<file path="config.mk">
export PLATFORM = sky130hd
export DESIGN_NAME = synth_frame_rx
export DESIGN_NICKNAME = d
export VERILOG_FILES = /design/src/rtl/synth_frame_rx_pkg.sv /design/src/rtl/synth_frame_rx_spi_byte_rx.sv /design/src/rtl/synth_frame_rx.sv
export SDC_FILE = /design/constraint.sdc
export NUM_CORES = 2
export LEC_CHECK = 0
export BUFFER_PORTS_ARGS = -buffer_cell sky130_fd_sc_hd__buf_4
export CAP_MARGIN = 30
export CORE_UTILIZATION = 37
export CTS_CLUSTER_DIAMETER = 40
export DETAILED_ROUTE_END_ITERATION = 10
export PLACE_DENSITY = 0.57
export REMOVE_ABC_BUFFERS = 1
export SYNTH_ARGS = -nofsm -noshare
export SYNTH_HDL_FRONTEND = slang
export SYNTH_SLANG_ARGS = --single-unit
export TNS_END_PERCENT = 10
</file>
<file path="constraint.sdc">
create_clock -name clk -period 1.8 [get_ports clk]
set_input_delay 0.36 -clock clk [delete_from_list [all_inputs] [get_ports clk]]
set_output_delay 0.36 -clock clk [all_outputs]
set_load 0.03 [all_outputs]
</file>
<file path="src/rtl/synth_frame_rx_pkg.sv">
// Shared types for the MCU->FPGA control protocol receiver:
// the synth parameter set, frame sizing and the shadow unpacker.
package synth_frame_rx_pkg;

    localparam int N_OSC   = 2;
    localparam int ENV_LEN = 2;
    localparam logic [7:0] SYNC_BYTE = 8'hA5;

    typedef enum logic [1:0] {
        SHAPE_SQR = 2'd0,
        SHAPE_SAW = 2'd1,
        SHAPE_SIN = 2'd2,
        SHAPE_TRI = 2'd3
    } shape_t;

    typedef struct packed {
        logic [31:0] rate;
        logic [31:0] duration;
    } env_t;

    typedef struct packed {
        env_t [ENV_LEN-1:0] envelopes;
        logic [31:0]        freq;
        shape_t             shape;
    } wave_gen_t;

    typedef struct packed {
        wave_gen_t [N_OSC-1:0] wave_gens;
        logic [31:0]           reverb;
        logic [31:0]           volume;
    } synth_t;

    // Whole frame on the wire: SYNC + payload + CHK.
    function automatic int frame_bytes(input int n_osc, input int env_len);
        return n_osc * (env_len * 8 + 5) + 10;
    endfunction

    localparam int PAYLOAD_BYTES = frame_bytes(N_OSC, ENV_LEN) - 2;
    localparam int CNT_W         = $clog2(PAYLOAD_BYTES + 1);

    typedef logic [PAYLOAD_BYTES-1:0][7:0] shadow_t;

    typedef enum logic [2:0] {
        IDLE,
        PAYLOAD,
        CHECK,
        WAIT_CS,
        DROP
    } rx_state_t;

    function automatic synth_t reset_synth();
        synth_t s;
        s = '0;
        for (int o = 0; o < N_OSC; o++) begin
            s.wave_gens[o].shape = SHAPE_SIN;
        end
        return s;
    endfunction

    function automatic logic [31:0] be32(input shadow_t f, input int p);
        return {f[p], f[p+1], f[p+2], f[p+3]};
    endfunction

    function automatic synth_t unpack_synth(input shadow_t f);
        synth_t s;
        int     p;
        s = '0;
        p = 0;
        for (int o = 0; o < N_OSC; o++) begin
            for (int e = 0; e < ENV_LEN; e++) begin
                s.wave_gens[o].envelopes[e].rate     = be32(f, p);
                s.wave_gens[o].envelopes[e].duration = be32(f, p + 4);
                p = p + 8;
            end
            s.wave_gens[o].freq  = be32(f, p);
            s.wave_gens[o].shape = shape_t'(f[p+4][1:0]);
            p = p + 5;
        end
        s.reverb = be32(f, p);
        s.volume = be32(f, p + 4);
        return s;
    endfunction

endpackage

</file>
<file path="src/rtl/synth_frame_rx_spi_byte_rx.sv">
// SPI mode-0 byte deserialiser: synchronises the async SPI pins,
// detects sclk/cs_n edges and assembles MSB-first bytes.
module synth_frame_rx_spi_byte_rx (
    input  logic       clk,
    input  logic       rst,
    input  logic       sclk_i,
    input  logic       cs_n_i,
    input  logic       mosi_i,
    output logic       byte_valid_o,
    output logic [7:0] byte_data_o,
    output logic       cs_rise_o,
    output logic       cs_active_o
);

    logic [1:0] sclk_sync_q;
    logic [1:0] cs_sync_q;
    logic [1:0] mosi_sync_q;
    logic       sclk_prev_q;
    logic       cs_prev_q;
    logic [2:0] bit_cnt_q;
    logic [6:0] shift_q;
    logic       byte_valid_q;
    logic [7:0] byte_data_q;
    logic       cs_rise_q;

    logic sclk_rise;
    logic cs_rise;

    assign sclk_rise = sclk_sync_q[1] & ~sclk_prev_q;
    assign cs_rise   = cs_sync_q[1] & ~cs_prev_q;

    always_ff @(posedge clk) begin
        if (rst) begin
            sclk_sync_q  <= 2'b00;
            cs_sync_q    <= 2'b11;
            mosi_sync_q  <= 2'b00;
            sclk_prev_q  <= 1'b0;
            cs_prev_q    <= 1'b1;
            bit_cnt_q    <= '0;
            shift_q      <= '0;
            byte_valid_q <= 1'b0;
            byte_data_q  <= '0;
            cs_rise_q    <= 1'b0;
        end else begin
            sclk_sync_q  <= {sclk_sync_q[0], sclk_i};
            cs_sync_q    <= {cs_sync_q[0], cs_n_i};
            mosi_sync_q  <= {mosi_sync_q[0], mosi_i};
            sclk_prev_q  <= sclk_sync_q[1];
            cs_prev_q    <= cs_sync_q[1];
            cs_rise_q    <= cs_rise;
            byte_valid_q <= 1'b0;
            if (cs_rise) begin
                bit_cnt_q <= '0;
            end else if (sclk_rise && !cs_sync_q[1]) begin
                shift_q   <= {shift_q[5:0], mosi_sync_q[1]};
                bit_cnt_q <= bit_cnt_q + 3'd1;
                if (bit_cnt_q == 3'd7) begin
                    byte_valid_q <= 1'b1;
                    byte_data_q  <= {shift_q, mosi_sync_q[1]};
                end
            end
        end
    end

    assign byte_valid_o = byte_valid_q;
    assign byte_data_o  = byte_data_q;
    assign cs_rise_o    = cs_rise_q;
    // Aligned with cs_rise_o: drops on the same cycle the rise is flagged.
    assign cs_active_o  = ~cs_prev_q;

endmodule

</file>
<file path="src/rtl/synth_frame_rx.sv">
// Frame receiver: validates sync, length and checksum of each SPI frame
// and commits the shadow parameter set atomically on cs_n release.
module synth_frame_rx
    import synth_frame_rx_pkg::*;
(
    input  logic   clk,
    input  logic   rst,
    input  logic   spi_sclk,
    input  logic   spi_cs_n,
    input  logic   spi_mosi,
    output synth_t synth,
    output logic   frame_ok,
    output logic   frame_err
);

    localparam logic [CNT_W-1:0] LAST_CNT = CNT_W'(PAYLOAD_BYTES - 1);

    logic       byte_valid;
    logic [7:0] byte_data;
    logic       cs_rise;
    logic       cs_active;

    rx_state_t        state_q;
    logic [CNT_W-1:0] byte_cnt_q;
    logic [7:0]       chk_q;
    shadow_t          shadow_q;
    synth_t           synth_q;
    logic             ok_q;
    logic             err_q;

    synth_frame_rx_spi_byte_rx u_spi (
        .clk          (clk),
        .rst          (rst),
        .sclk_i       (spi_sclk),
        .cs_n_i       (spi_cs_n),
        .mosi_i       (spi_mosi),
        .byte_valid_o (byte_valid),
        .byte_data_o  (byte_data),
        .cs_rise_o    (cs_rise),
        .cs_active_o  (cs_active)
    );

    // A byte arriving with cs_rise is applied first, then the cs_n rule.
    always_ff @(posedge clk) begin
        if (rst) begin
            state_q    <= IDLE;
            byte_cnt_q <= '0;
            chk_q      <= '0;
            shadow_q   <= '0;
            synth_q    <= reset_synth();
            ok_q       <= 1'b0;
            err_q      <= 1'b0;
        end else begin
            ok_q  <= 1'b0;
            err_q <= 1'b0;
            unique case (state_q)
                IDLE: begin
                    if (byte_valid) begin
                        if (byte_data == SYNC_BYTE) begin
                            byte_cnt_q <= '0;
                            chk_q      <= '0;
                            err_q      <= cs_rise;
                            state_q    <= cs_rise ? IDLE : PAYLOAD;
                        end else begin
                            err_q   <= 1'b1;
                            state_q <= cs_rise ? IDLE : DROP;
                        end
                    end
                end
                PAYLOAD: begin
                    if (byte_valid) begin
                        shadow_q[byte_cnt_q] <= byte_data;
                        chk_q      <= chk_q ^ byte_data;
                        byte_cnt_q <= byte_cnt_q + CNT_W'(1);
                        if (byte_cnt_q == LAST_CNT) begin
                            state_q <= CHECK;
                        end
                    end
                    if (cs_rise) begin
                        err_q   <= 1'b1;
                        state_q <= IDLE;
                    end
                end
                CHECK: begin
                    if (byte_valid && byte_data == chk_q) begin
                        if (cs_rise) begin
                            synth_q <= unpack_synth(shadow_q);
                            ok_q    <= 1'b1;
                            state_q <= IDLE;
                        end else begin
                            state_q <= WAIT_CS;
                        end
                    end else if (byte_valid) begin
                        err_q   <= 1'b1;
                        state_q <= cs_rise ? IDLE : DROP;
                    end else if (cs_rise) begin
                        err_q   <= 1'b1;
                        state_q <= IDLE;
                    end
                end
                WAIT_CS: begin
                    if (byte_valid) begin
                        err_q   <= 1'b1;
                        state_q <= cs_rise ? IDLE : DROP;
                    end else if (cs_rise) begin
                        synth_q <= unpack_synth(shadow_q);
                        ok_q    <= 1'b1;
                        state_q <= IDLE;
                    end
                end
                DROP: begin
                    if (!cs_active) begin
                        state_q <= IDLE;
                    end
                end
                default: state_q <= IDLE;
            endcase
        end
    end

    assign synth     = synth_q;
    assign frame_ok  = ok_q;
    assign frame_err = err_q;

endmodule

</file>
==> flow_summary.toml <==
[synthesis]
syn_area_um2 = 33600
yosys.area.top_type_share_pct = 49.1
ys_ff_latch = 823
synthFlopType = "dfxtp_1"
yosysWarningCount = 0
ys_seq_area_share_pct = 49.1
yosysUniqueCellTypes = 51
yosysTopAreaCell = "dfxtp_1"
synth.avg_cell_area_um2 = 9.69
synth.area.top_cells = "dfxtp_1, mux2i_1, nand2b_1"
synth_common_cells = "dfxtp_1, nand2b_1, mux2i_1, nor2_1, nand2_1"
netlist_instances = 3463
async_reset_ff_share_pct = 0
synth.most_common_cell = "dfxtp_1"
synth_edf_count = 0

[sta]
fin_crit_sh_pct = 103
worst_pin_slew_ns = 0.826
setup_viol = 191
finalWorstSetupSlack_ns = -0.0615
rsz0062_at_grt = "yes"
fin_crit_ns = 1.86
max_freq_mhz = 537
max_slew_margin_pct = 44.9
hold_viol = 0
skew_ns = 0.0387
slew_violations = 0

[drt]
drt_first_pass_iters = 5
drc = 0
drt-vias-per-instance = 4.72
drt_iter0_markers = 1238
drt_wl_total_um = 90700
vias = 24500
wl_per_cell_um = 17.5
antenna_left = 0

[cts]
clock_latency_ns = 0.71
htree_levels = 4
clk_pin_slew_ns = 0.05
cts_tree = "yes"
max-clock-path-buffers = 3
cts-root-buf = "clkbuf_16"
cts_buffers = 137
clkSinkCount = 823

[cells_and_area]
drive_gt1_share_pct = 22.3
instances_no_fill = 5192
syn_to_final_growth_pct = 31.2
design_area_um2 = 44000
finalNetCount = 3925
n_antenna_cell = 0

[setup_path]
worstPathArrival_ns = 2.44
start_kind = "register"
endpoint_kind = "register"
critical_path_class = "register to register"
critPathRequiredTime_ns = 2.37
cp_max_fo = 22

[die]
num_io_pins = 395
fp.dieW_um = 303
num_rows = 110
die-area_um2 = 91900
start_util_pct = 37.3
dieHeight_um = 303
core_um2 = 89900

[hold_path]
hp-class = "input port to register"

[outcome]
status = "finished, violations left"
failed_checks = "setup timing"

[placed_design]
numPortBuffers = 394
hpwl_um = 57400
post_dp_cell_area_um2 = 39100
placedCellCount = 4944
gp_congestion = 0.769

[power]
p_per_area_nw_per_um2 = 1030
ir_drop_v = 0.000775
p_leak_nw = 18.5

[global_routing]
grt_max_degree = 88
grt_usage_pct = 19.4
antenna_found_initial = 0
grt.overflow.total = 0
first_global_vias = 24100
grt_pass1_wl_um = 139000

[run]
cap_violations = 0
[layout by cell type, fill, tap and decap left out, types with 4 or more instances in the layout]
| cell | n |
|---|---|
| buf_6 | 5 |
| clkinv_2 | 15 |
| clkbuf_1 | 9 |
| nor2_1 | 262 |
| nand2_1 | 215 |
| nand2b_1 | 777 |
| mux2i_1 | 620 |
| nor2_4 | 19 |
| clkinv_4 | 4 |
| or3_1 | 4 |
| nand3_1 | 143 |
| inv_6 | 15 |
| xor2_1 | 6 |
| nor2_8 | 11 |
| nor3b_1 | 4 |
| dfxtp_4 | 8 |
| nor3_2 | 4 |
| nand3b_1 | 9 |
| clkbuf_16 | 142 |
| o21ai_0 | 31 |
| a21oi_1 | 184 |
| bufinv_16 | 13 |
| buf_12 | 74 |
| ha_1 | 4 |
| nor2b_1 | 8 |
| or2_2 | 4 |
| clkinvlp_4 | 19 |
| dfxtp_1 | 811 |
| buf_4 | 506 |
| clkbuf_8 | 17 |
| dfxtp_2 | 4 |
| and3_1 | 5 |
[power by group]
group,switching (mW),internal (mW),total [mW]
Combinational,0.372,0.380,0.752
Clock,9.32,16.8,26.2
Sequential,0.00366,18.2,18.2
[per-layer routing]
layer,global-route usage (%),part of all wire [%]
met3,3.58,3.7
met2,32.6,49
met4,6.31,2.0
met5,0,0
met1,25.0,45
[worst max-delay path, cell delays in order, from the launching register on]
cell,delay (ns)
dfxtp_4,0.36
xor2_1,0.17
nor3_2,0.21
nand4_1,0.16
a21o_4,0.27
buf_12,0.17
buf_12,0.21
mux2i_1,0.13
[final timing paths]
kind / to / slack (ns) / startpoint / cells past startpoint
setup / recovery: synth[289]$_SDFFE_PP0P_ / -0.06 / u_spi.byte_data_o[3]$_SDFFE_PP0P_ / 7
hold / removal: byte_cnt_q[0]$_SDFFE_PP0P_ / 0.14 / rst / 2
setup reg to reg: synth[289]$_SDFFE_PP0P_ / -0.06 / u_spi.byte_data_o[3]$_SDFFE_PP0P_ / 7
hold reg to reg: u_spi.cs_sync_q[1]$_SDFF_PP1_ / 0.41 / u_spi.cs_sync_q[0]$_SDFF_PP1_ / 1
[final cells by class]
| cell class | count | area, µm² |
|---|---|---|
| tap | 1176 | 1470 |
| fill | 8430 | 45800 |
| timing repair buffer | 593 | 5470 |
| clock buffer | 166 | 3770 |
| inverter | 4 | 15.0 |
| sequential | 823 | 16500 |
| clock inverter | 73 | 872 |
| multi-input combinational | 2357 | 15900 |
[logic make-up after synthesis]
kind of cell / Yosys count / synth area share (%)
flip-flops: 823 / 49.1
XOR/XNOR: 8 / 0.209
adder cells (fa/ha/maj): 4 / 0.149
multiplexers: 621 / 18.5
AND/OR/NAND/NOR: 1493 / 24.6
buffers and inverters: 283 / 3.86
AO/OA/AOI/OAI: 231 / 3.58
[metrics by stage]
step                       TNS, ns  total power [mW]  utilization (%)  hold slack [ns]  setup slack (ns)
after CTS                   -0.947              45.8             48.8           0.0772           -0.0320
after floorplan           -4915.29              18.9                -            0.389            -11.84
after global placement       -1.69              19.4             43.5            0.397            -0.126
after global routing        -38.65              46.7             49.0           0.0994            -0.137
final                        -4.52              45.2             49.0            0.136           -0.0615
after detailed placement     -8.83              19.4             43.5            0.401           -0.0877
[sequential cells by signal (all words and copies together) (netlist names), 3 cells and up]
register and count:
byte_cnt_q 6, u_spi.byte_data_o 8, state_q 3, shadow_q 388
synth 388, chk_q 8, u_spi.bit_cnt_q 3, u_spi.shift_q 7
[what timing repair did]
| item | 4_1_cts | 5_1_grt |
|---|---|---|
| cloned | 0 | 2 |
| gates resized for setup | 10 | 21 |
| hold buffers | 3 | 0 |
| endpoints found under the setup margin | 301 | 768 |
| pin swaps | 14 | 21 |
| buffers inserted | 1 | 3 |
| hold endpoints to repair | 3 | 0 |
No activity file was read; power rests on OpenSTA's default activity.
